===== src/rtl/p2s_tx_ctrl_if.sv =====
// Requester/serializer-side signal bundle for the p2s transmit link sequencer.
// The slave modport is the sequencer; the master modport drives it and consumes the lane outputs.
interface p2s_tx_ctrl_if;
    logic        IN_ENB_ctrl;
    logic        IN_VALID_req;
    logic [31:0] IN_DATA_req;
    logic        OUT_READY_req;
    logic [7:0]  OUT_LANE3;
    logic [7:0]  OUT_LANE2;
    logic [7:0]  OUT_LANE1;
    logic [7:0]  OUT_LANE0;
    logic [2:0]  OUT_CTR;
    logic        OUT_ENB;
    logic        OUT_VALID;
    logic        OUT_LINK_UP;

    modport slave (
        input  IN_ENB_ctrl, IN_VALID_req, IN_DATA_req,
        output OUT_READY_req, OUT_LANE3, OUT_LANE2, OUT_LANE1, OUT_LANE0,
        output OUT_CTR, OUT_ENB, OUT_VALID, OUT_LINK_UP
    );

    modport master (
        output IN_ENB_ctrl, IN_VALID_req, IN_DATA_req,
        input  OUT_READY_req, OUT_LANE3, OUT_LANE2, OUT_LANE1, OUT_LANE0,
        input  OUT_CTR, OUT_ENB, OUT_VALID, OUT_LINK_UP
    );
endinterface


===== src/rtl/p2s_tx_ctrl.sv =====
// Transmit link sequencer: trains the 4-lane link with COM words, then forwards requester words,
// filling gaps with IDL and inserting one SKP word every SKIP_INTERVAL LINK cycles.
module p2s_tx_ctrl #(
    parameter int          TRAIN_COUNT   = 16,
    parameter int          SKIP_INTERVAL = 64,
    parameter logic [7:0]  SYM_COM       = 8'hBC,
    parameter logic [7:0]  SYM_SKP       = 8'h1C,
    parameter logic [7:0]  SYM_IDL       = 8'h7C
) (
    input  logic           IN_CLK_ctrl,
    input  logic           IN_RESET_ctrl,
    p2s_tx_ctrl_if.slave   bus
);
    localparam int TW = $clog2(TRAIN_COUNT + 1);
    localparam int SW = $clog2(SKIP_INTERVAL);
    localparam logic [TW-1:0] TRAIN_LAST = TW'(TRAIN_COUNT - 1);
    localparam logic [SW-1:0] SKIP_LAST  = SW'(SKIP_INTERVAL - 1);
    localparam logic [SW-1:0] SKIP_PRE   = SW'(SKIP_INTERVAL - 2);

    localparam logic [2:0] CTR_DATA = 3'b000;
    localparam logic [2:0] CTR_COM  = 3'b001;
    localparam logic [2:0] CTR_SKP  = 3'b010;
    localparam logic [2:0] CTR_IDL  = 3'b011;

    typedef enum logic [1:0] {ST_DISABLED, ST_TRAIN, ST_LINK, ST_SKIP} state_t;

    state_t        state_q, state_d;
    logic [TW-1:0] train_cnt_q, train_cnt_d;
    logic [SW-1:0] skip_cnt_q, skip_cnt_d;
    logic [31:0]   word_q, word_d;
    logic [2:0]    ctr_q, ctr_d;
    logic          enb_q, enb_d;
    logic          valid_q, valid_d;
    logic          link_up_q, link_up_d;
    logic          ready;
    logic          accept;

    // The SKIP state is the cycle where skip_cnt sits at its terminal value, so ready is
    // low for exactly that one word slot per interval.
    assign ready  = bus.IN_ENB_ctrl && (state_q == ST_LINK) && (skip_cnt_q != SKIP_LAST);
    assign accept = ready && bus.IN_VALID_req;

    always_comb begin
        state_d     = state_q;
        train_cnt_d = train_cnt_q;
        skip_cnt_d  = skip_cnt_q;
        word_d      = 32'h0;
        ctr_d       = CTR_DATA;
        enb_d       = 1'b0;
        valid_d     = 1'b0;
        link_up_d   = 1'b0;

        if (!bus.IN_ENB_ctrl) begin
            state_d     = ST_DISABLED;
            train_cnt_d = '0;
            skip_cnt_d  = '0;
        end else begin
            unique case (state_q)
                ST_DISABLED: begin
                    state_d     = ST_TRAIN;
                    train_cnt_d = '0;
                end
                ST_TRAIN: begin
                    word_d      = {4{SYM_COM}};
                    ctr_d       = CTR_COM;
                    enb_d       = 1'b1;
                    train_cnt_d = train_cnt_q + TW'(1);
                    if (train_cnt_q == TRAIN_LAST) begin
                        state_d    = ST_LINK;
                        skip_cnt_d = '0;
                    end
                end
                ST_LINK: begin
                    enb_d     = 1'b1;
                    link_up_d = 1'b1;
                    if (accept) begin
                        word_d  = bus.IN_DATA_req;
                        ctr_d   = CTR_DATA;
                        valid_d = 1'b1;
                    end else begin
                        word_d = {4{SYM_IDL}};
                        ctr_d  = CTR_IDL;
                    end
                    if (skip_cnt_q != SKIP_LAST) begin
                        skip_cnt_d = skip_cnt_q + SW'(1);
                    end
                    if (skip_cnt_q == SKIP_PRE) begin
                        state_d = ST_SKIP;
                    end
                end
                ST_SKIP: begin
                    word_d     = {4{SYM_SKP}};
                    ctr_d      = CTR_SKP;
                    enb_d      = 1'b1;
                    link_up_d  = 1'b1;
                    skip_cnt_d = '0;
                    state_d    = ST_LINK;
                end
                default: begin
                    state_d = ST_DISABLED;
                end
            endcase
        end
    end

    always_ff @(posedge IN_CLK_ctrl or negedge IN_RESET_ctrl) begin
        if (!IN_RESET_ctrl) begin
            state_q     <= ST_DISABLED;
            train_cnt_q <= '0;
            skip_cnt_q  <= '0;
            word_q      <= 32'h0;
            ctr_q       <= CTR_DATA;
            enb_q       <= 1'b0;
            valid_q     <= 1'b0;
            link_up_q   <= 1'b0;
        end else begin
            state_q     <= state_d;
            train_cnt_q <= train_cnt_d;
            skip_cnt_q  <= skip_cnt_d;
            word_q      <= word_d;
            ctr_q       <= ctr_d;
            enb_q       <= enb_d;
            valid_q     <= valid_d;
            link_up_q   <= link_up_d;
        end
    end

    assign bus.OUT_READY_req = ready;
    assign bus.OUT_LANE3     = word_q[31:24];
    assign bus.OUT_LANE2     = word_q[23:16];
    assign bus.OUT_LANE1     = word_q[15:8];
    assign bus.OUT_LANE0     = word_q[7:0];
    assign bus.OUT_CTR       = ctr_q;
    assign bus.OUT_ENB       = enb_q;
    assign bus.OUT_VALID     = valid_q;
    assign bus.OUT_LINK_UP   = link_up_q;
endmodule


===== src/flat_wrapper.sv =====
// flat-port wrapper written by rule: the top's interface ports become plain ports
module p2s_tx_ctrl_flat 
#(
    parameter int          TRAIN_COUNT   = 16,
    parameter int          SKIP_INTERVAL = 64,
    parameter logic [7:0]  SYM_COM       = 8'hBC,
    parameter logic [7:0]  SYM_SKP       = 8'h1C,
    parameter logic [7:0]  SYM_IDL       = 8'h7C
)
  (IN_CLK_ctrl, IN_RESET_ctrl, bus_IN_ENB_ctrl, bus_IN_VALID_req, bus_IN_DATA_req, bus_OUT_READY_req, bus_OUT_LANE3, bus_OUT_LANE2, bus_OUT_LANE1, bus_OUT_LANE0, bus_OUT_CTR, bus_OUT_ENB, bus_OUT_VALID, bus_OUT_LINK_UP);
  p2s_tx_ctrl_if bus_i ();
  input  logic IN_CLK_ctrl;
  input  logic IN_RESET_ctrl;
  input wire logic [$bits(bus_i.IN_ENB_ctrl)-1:0] bus_IN_ENB_ctrl;
  input wire logic [$bits(bus_i.IN_VALID_req)-1:0] bus_IN_VALID_req;
  input wire logic [$bits(bus_i.IN_DATA_req)-1:0] bus_IN_DATA_req;
  output wire logic [$bits(bus_i.OUT_READY_req)-1:0] bus_OUT_READY_req;
  output wire logic [$bits(bus_i.OUT_LANE3)-1:0] bus_OUT_LANE3;
  output wire logic [$bits(bus_i.OUT_LANE2)-1:0] bus_OUT_LANE2;
  output wire logic [$bits(bus_i.OUT_LANE1)-1:0] bus_OUT_LANE1;
  output wire logic [$bits(bus_i.OUT_LANE0)-1:0] bus_OUT_LANE0;
  output wire logic [$bits(bus_i.OUT_CTR)-1:0] bus_OUT_CTR;
  output wire logic [$bits(bus_i.OUT_ENB)-1:0] bus_OUT_ENB;
  output wire logic [$bits(bus_i.OUT_VALID)-1:0] bus_OUT_VALID;
  output wire logic [$bits(bus_i.OUT_LINK_UP)-1:0] bus_OUT_LINK_UP;
  assign bus_i.IN_ENB_ctrl = bus_IN_ENB_ctrl;
  assign bus_i.IN_VALID_req = bus_IN_VALID_req;
  assign bus_i.IN_DATA_req = bus_IN_DATA_req;
  assign bus_OUT_READY_req = bus_i.OUT_READY_req;
  assign bus_OUT_LANE3 = bus_i.OUT_LANE3;
  assign bus_OUT_LANE2 = bus_i.OUT_LANE2;
  assign bus_OUT_LANE1 = bus_i.OUT_LANE1;
  assign bus_OUT_LANE0 = bus_i.OUT_LANE0;
  assign bus_OUT_CTR = bus_i.OUT_CTR;
  assign bus_OUT_ENB = bus_i.OUT_ENB;
  assign bus_OUT_VALID = bus_i.OUT_VALID;
  assign bus_OUT_LINK_UP = bus_i.OUT_LINK_UP;
  p2s_tx_ctrl #(.TRAIN_COUNT(TRAIN_COUNT), .SKIP_INTERVAL(SKIP_INTERVAL), .SYM_COM(SYM_COM), .SYM_SKP(SYM_SKP), .SYM_IDL(SYM_IDL)) u_core (.IN_CLK_ctrl(IN_CLK_ctrl), .IN_RESET_ctrl(IN_RESET_ctrl), .bus(bus_i));
endmodule

===== config.mk =====
export PLATFORM = sky130hd
export DESIGN_NAME = p2s_tx_ctrl_flat
export DESIGN_NICKNAME = d
export VERILOG_FILES = /design/src/rtl/p2s_tx_ctrl_if.sv /design/src/rtl/p2s_tx_ctrl.sv /design/src/flat_wrapper.sv
export SDC_FILE = /design/constraint.sdc
export NUM_CORES = 1
export LEC_CHECK = 0
export CORE_AREA = 8 8 79 81
export DETAILED_ROUTE_END_ITERATION = 12
export DIE_AREA = 0 0 87 89
export GPL_ROUTABILITY_DRIVEN = 1
export PLACE_DENSITY = 0.85
export SLEW_MARGIN = 20
export SYNTH_ARGS = -nofsm -noshare
export SYNTH_HDL_FRONTEND = slang
export SYNTH_SLANG_ARGS = --single-unit
export TNS_END_PERCENT = 50

===== constraint.sdc =====
create_clock -name IN_CLK_ctrl -period 2.4 [get_ports IN_CLK_ctrl]
set_clock_uncertainty 0.05 [all_clocks]
set_input_delay 0.48 -clock IN_CLK_ctrl [delete_from_list [all_inputs] [get_ports IN_CLK_ctrl]]
set_output_delay 0.48 -clock IN_CLK_ctrl [all_outputs]
set_load 0.05 [all_outputs]

## Word level (Yosys, flattened, before mapping)

Cells that the tools add are included.

- Reduce and logical (&&, ||, !) cells: 8
- Add/sub/neg operators: 2
- Equality and inequality tests: 11
- Multiplexer cells: 23

Operators with widths:

| operator | number |
|---|---|
| case mux 32 bit (3 select lines) | 1 |
| two-way mux 32 bit | 2 |
| two-way mux 6 bit | 3 |
| case mux 6 bit (3 select lines) | 1 |
| case mux 5 bit (2 select lines) | 1 |
| case mux 3 bit (3 select lines) | 1 |
| two-way mux 2 bit | 4 |
| case mux 2 bit (4 select lines) | 1 |
| two-way mux 1 bit | 7 |
| adder 6 x 1 -> 6 bit (second input constant) | 1 |
| == test 6 bit (second input constant) | 1 |
| inequality test 3 bit (second input constant) | 2 |
| inequality test 6 bit (second input constant) | 1 |
| adder 5 x 1 -> 5 bit (second input constant) | 1 |
| == test 5 x 4 -> 1 bit (second input constant) | 1 |
| two-way mux 5 bit | 1 |
| == test 2 bit (second input constant) | 2 |
| inequality test 4 x 1 -> 1 bit (second input constant) | 1 |
| logical AND 1 bit | 3 |
| two-way mux 3 bit | 1 |
| inequality test 3 x 1 -> 1 bit (second input constant) | 1 |
| inequality test 3 x 2 -> 1 bit (second input constant) | 1 |
| AND reduction 3 bit | 1 |
| OR reduction 3 bit | 1 |
| 4 further kinds | 4 |

- Word-level logic and storage cells: 52
- Register bits: 51
- Output and inout port bits: 39
- Bits of input ports: 36

## Depth between registers and ports, before layout

- Word-level depth: 7
- Depth in mapped cells: 8
- Gate-level depth less buffers: 7

## Least setup slack after synthesis

OpenSTA, ideal clock, no wires.

- Path type: flip-flop to flip-flop
- Start: register u_core.state_q[0]
- End: register u_core.word_q[0]
- Data required time: 2.283 ns
- Stages on the path, launching flop included: 9
- Period minus slack after synthesis: 1.881 ns
- Library setup time: 0.067 ns
- Arrival: 1.764 ns
- Path slack: 0.519 ns
- Buffers on the path: 2
- Path through: dfrtp_1 -> inv_1 -> ha_1 -> clkbuf_1 -> nand3_2 -> inv_2 -> and2_1 -> buf_2 -> and3_1

- Word-level cells in the longest chain between the ends: 7
- Elaborated cells on any way between the ends: 9
- Classes of those cells: eq/ne (3); mux (3); reduce/logical (3)

RTL lines:

| what | RTL line | source |
|---|---|---|
| start, declared | p2s_tx_ctrl.sv:27 | `state_t state_q, state_d;` |
| start signal, assigned | p2s_tx_ctrl.sv:117 | `state_q <= state_d;` |
| == test 2 bit | p2s_tx_ctrl.sv:40 | `assign ready = bus.IN_ENB_ctrl && (state_q == ST_LINK) && (skip_cnt_q != SKIP_LAST);` |
| logical AND 1 bit (2 in a row) | p2s_tx_ctrl.sv:40 |  |
| named net bus_OUT_READY_req | flat_wrapper.sv:17 | `output wire logic [$bits(bus_i.OUT_READY_req)-1:0] bus_OUT_READY_req;` |
| logical AND 1 bit | p2s_tx_ctrl.sv:41 | `assign accept = ready && bus.IN_VALID_req;` |
| two-way mux 32 bit | p2s_tx_ctrl.sv:76 | `if (accept) begin` |
| case mux 32 bit (3 select lines) | p2s_tx_ctrl.sv:58 | `unique case (state_q)` |
| two-way mux 32 bit | p2s_tx_ctrl.sv:53 | `if (!bus.IN_ENB_ctrl) begin` |
| named net u_core.word_d[0] | p2s_tx_ctrl.sv:30 | `logic [31:0] word_q, word_d;` |
| end signal, assigned | p2s_tx_ctrl.sv:120 | `word_q <= word_d;` |
| end, declared | p2s_tx_ctrl.sv:30 |  |

The timed path passes the listed nets, and every way through them passes these cells.
A chain may end at the register's enable or synchronous reset.

## Worst setup path after layout

- Start: register u_core.state_q[0]
- End: output bus_OUT_READY_req

- Word-level cells in the longest chain between the ends: 3

RTL lines:

| what | RTL line |
|---|---|
| == test 2 bit | p2s_tx_ctrl.sv:40 |
| logical AND 1 bit (2 in a row) | p2s_tx_ctrl.sv:40 |
| end, declared | flat_wrapper.sv:17 |

Every way passes these cells.

==> flow_summary.json <==
{
  "grt_max_degree": 25,
  "yosys_warnings": 0,
  "worst-path-max-fanout": 10,
  "synth_area_um2": 2120,
  "start_kind": "register",
  "r2r_slack_ns": 0.47,
  "crit_slowest_cell": "dfrtp_1",
  "synth_seq_cells": 50,
  "final_nets": 306,
  "die_h_um": 89,
  "wl_per_cell_um": 15.6,
  "grt_overflow": 0,
  "min_path_type": "in2async",
  "dieArea_um2": 7740,
  "cp_slowest_stage_delay_ns": 0.47,
  "row_count": 26,
  "setup_viol": 0,
  "ff2ff_path_depth": 5,
  "wirelength_mm": 5.21,
  "place.port_buffers": 73,
  "slew_headroom_pct": 64.1,
  "cts_tree": "yes",
  "arrival_ns": 1.74,
  "min_period_ns": 2.27,
  "cts-root-buf": "clkbuf_8",
  "hpwlAfterDp_mm": 4.05,
  "period_share_pct": 94.4,
  "firstDrtPassIters": 4,
  "power.density_nw_per_um2": 1040,
  "ff_latch_area_um2": 1250,
  "cp_num_cells": 5,
  "setup_tns_ns": 0,
  "post_cts_resized": 0,
  "cts_max_level": 2,
  "drv_cap": 0,
  "dr_total_vias": 1675,
  "start_util_pct": 42.6,
  "ant_nets": 0,
  "die_w_um": 87,
  "drc": 0,
  "syn_avg_cell_area_um2": 11.7,
  "cp-startpoint": "u_core.state_q[0]$_DFFE_PN0P_",
  "cts.path.max_buffers": 2,
  "clkSlewWorstSetupHoldPaths_ns": 0.09,
  "worstSkewPairLatency_ns": 0.30,
  "grt_pass1_wl_mm": 7.98,
  "post-cts-setup-buffers": 0,
  "slew_violations": 0,
  "vdd_drop_max_mv": 0.448,
  "syn-instance-count": 181,
  "rsz0062_at_grt": "false",
  "multi_input_area_um2": 795,
  "place_congestion": 0.774,
  "reg2reg_from": "u_core.skip_cnt_q[0]$_DFFE_PN0P_",
  "crit_family": "flip-flops",
  "antenna_found_initial": 0,
  "leakage_nw": 1.38,
  "first_iter_violations": 65,
  "total_power_mw": 3.20,
  "vias_per_cell": 5.03,
  "hold_viol_final": 0,
  "ctsHoldBuffers": 0,
  "fmax_mhz": 441,
  "n_antenna_cell": 0,
  "cp.required_ns": 1.87,
  "layout-drive-gt1-share_pct": 10.6,
  "path_buf_inv": 3,
  "clock-sinks": 50,
  "coreArea_um2": 4980,
  "ios": 75,
  "numCtsBuffers": 5,
  "first_global_vias": 1745,
  "ys_seq_area_share_pct": 59.1,
  "syn_to_final_growth_pct": 45.2,
  "path_cells": "inv_1 -> ha_1 -> nand3_2 -> inv_2 -> buf_12",
  "setup.worst_path.end": "bus_OUT_READY_req",
  "gr-usage-all-layers_pct": 13.4,
  "syn-num-nets": 225,
  "end_kind": "primary output",
  "nFillCells": 405,
  "regToRegEndpoint": "u_core.word_q[26]$_DFF_PN0_",
  "final_util_pct": 61.8,
  "synth_cell_types": 34,
  "crit_type": "reg2out",
  "tightest_slew_ns": 0.536,
  "status": "finished clean"
}
==> how the worst min path moves through the flow <==
stage,to,depth (start not counted),slack [ns],from
6_report,u_core.skip_cnt_q[1]$_DFFE_PN0P_,1,0.09,IN_RESET_ctrl
4_1_cts,u_core.skip_cnt_q[2]$_DFFE_PN0P_,1,0.1,IN_RESET_ctrl
3_3_place_gp,u_core.word_q[9]$_DFF_PN0_,1,0.43,IN_RESET_ctrl
2_1_floorplan,u_core.bus.OUT_CTR[0]$_DFF_PN0_,0,0.13,IN_RESET_ctrl
3_5_place_dp,u_core.word_q[9]$_DFF_PN0_,1,0.43,IN_RESET_ctrl
5_1_grt,u_core.word_q[15]$_DFF_PN0_,1,0.12,IN_RESET_ctrl
==> worst register-to-register path, stage by stage (launching register included) <==
cell,delay [ns]
dfrtp_1,0.44
ha_1,0.29
nand3_1,0.12
o21ai_2,0.12
or4b_4,0.59
o21a_1,0.21
==> metal layers <==
layer | vias up | wire length [um] | global-route usage (%)
li1 | 795 | - | -
met1 | 803 | 2130 | 14.0
met2 | 67 | 2630 | 24.9
met3 | 10 | 345 | 3.68
met4 | 0 | 104 | 5.32
met5 | - | 0 | 0
==> Yosys cell counts, drive strengths merged <==
library cell	n	area, um^2
nor2b	7	43.8
nor3	2	10.0
o31ai	4	30.0
a41oi	1	8.76
or4b	1	13.8
dfrtp	50	1250
nand3	8	45.0
buf	6	38.8
nand2	14	52.6
a21oi	7	35.0
a22o	1	10.0
inv	6	22.5
xor2	2	17.5
o311ai	2	17.5
o21a	22	165
a31o	2	17.5
nand4	2	12.5
mux2i	3	30.0
ha	8	100
a22oi	2	15.0
clkbuf	3	11.3
o2bb2ai	2	17.5
mux2	1	11.3
o21ai	5	28.8
and3	10	62.6
a31oi	1	6.26
nor2	4	15.0
conb	1	3.75
and2	4	25.0
==> stage by stage <==
step	hold WS, ns	instances	area, um^2	setup slack (ns)
6_report	0.0892	333	3080	0.134
5_1_grt	0.121	333	3080	0.00449
4_1_cts	0.0970	333	3080	0.148
3_5_place_dp	0.429	325	2970	0.302
3_3_place_gp	0.427	325	2970	0.330
2_1_floorplan	0.134	181	2120	0.519
==> power breakdown <==
part	switching [mW]	internal, mW
logic	0.959	0.550
clock network	0.274	0.311
registers	0.0886	1.01
total	1.32	1.87
==> cells in the final DEF (no fill, tap or decap), types with 2 or more instances in the layout <==
| master | n |
|---|---|
| inv_2 | 2 |
| nor2_1 | 4 |
| and2_1 | 4 |
| a21oi_1 | 7 |
| o31ai_1 | 4 |
| and3_1 | 10 |
| nand4_1 | 2 |
| ha_1 | 8 |
| a31o_2 | 2 |
| o311ai_0 | 2 |
| nor2b_1 | 7 |
| buf_4 | 10 |
| nand2_1 | 14 |
| o21ai_0 | 4 |
| o21a_1 | 22 |
| nand3_1 | 7 |
| nor3_1 | 2 |
| dfrtp_1 | 50 |
| inv_1 | 4 |
| mux2i_1 | 3 |
| o2bb2ai_1 | 2 |
| a22oi_1 | 2 |
| clkbuf_8 | 5 |
| xor2_1 | 2 |
| clkdlybuf4s50_1 | 71 |
==> logic make-up after synthesis <==
group / synth area share (%)
adders and majority gates: 4.73
AOI/OAI and AO/OA: 16.6
DFF: 59.1
buffers and inverters: 3.43
and+or+nand+nor: 13.2
muxes: 1.95
other: 0.177
xor gates and xnor gates: 0.827
==> layout make-up <==
class | instances | area share (%)
timing repair buffer | 83 | 26.4
inverter | 6 | 0.732
sequential | 50 | 40.7
clock inverter | 2 | 1.22
multi-input combinational | 116 | 25.8
clock buffer | 6 | 2.36
tap | 70 | 2.85
==> flip-flops by register name, indices dropped and copies added (netlist names) <==
register / flops
u_core.bus.OUT_CTR: 2
u_core.bus.OUT_ENB: 1
u_core.bus.OUT_LINK_UP: 1
u_core.bus.OUT_VALID: 1
u_core.skip_cnt_q: 6
u_core.state_q: 2
u_core.train_cnt_q: 5
u_core.word_q: 32
No activity file was read; power rests on OpenSTA's default activity.
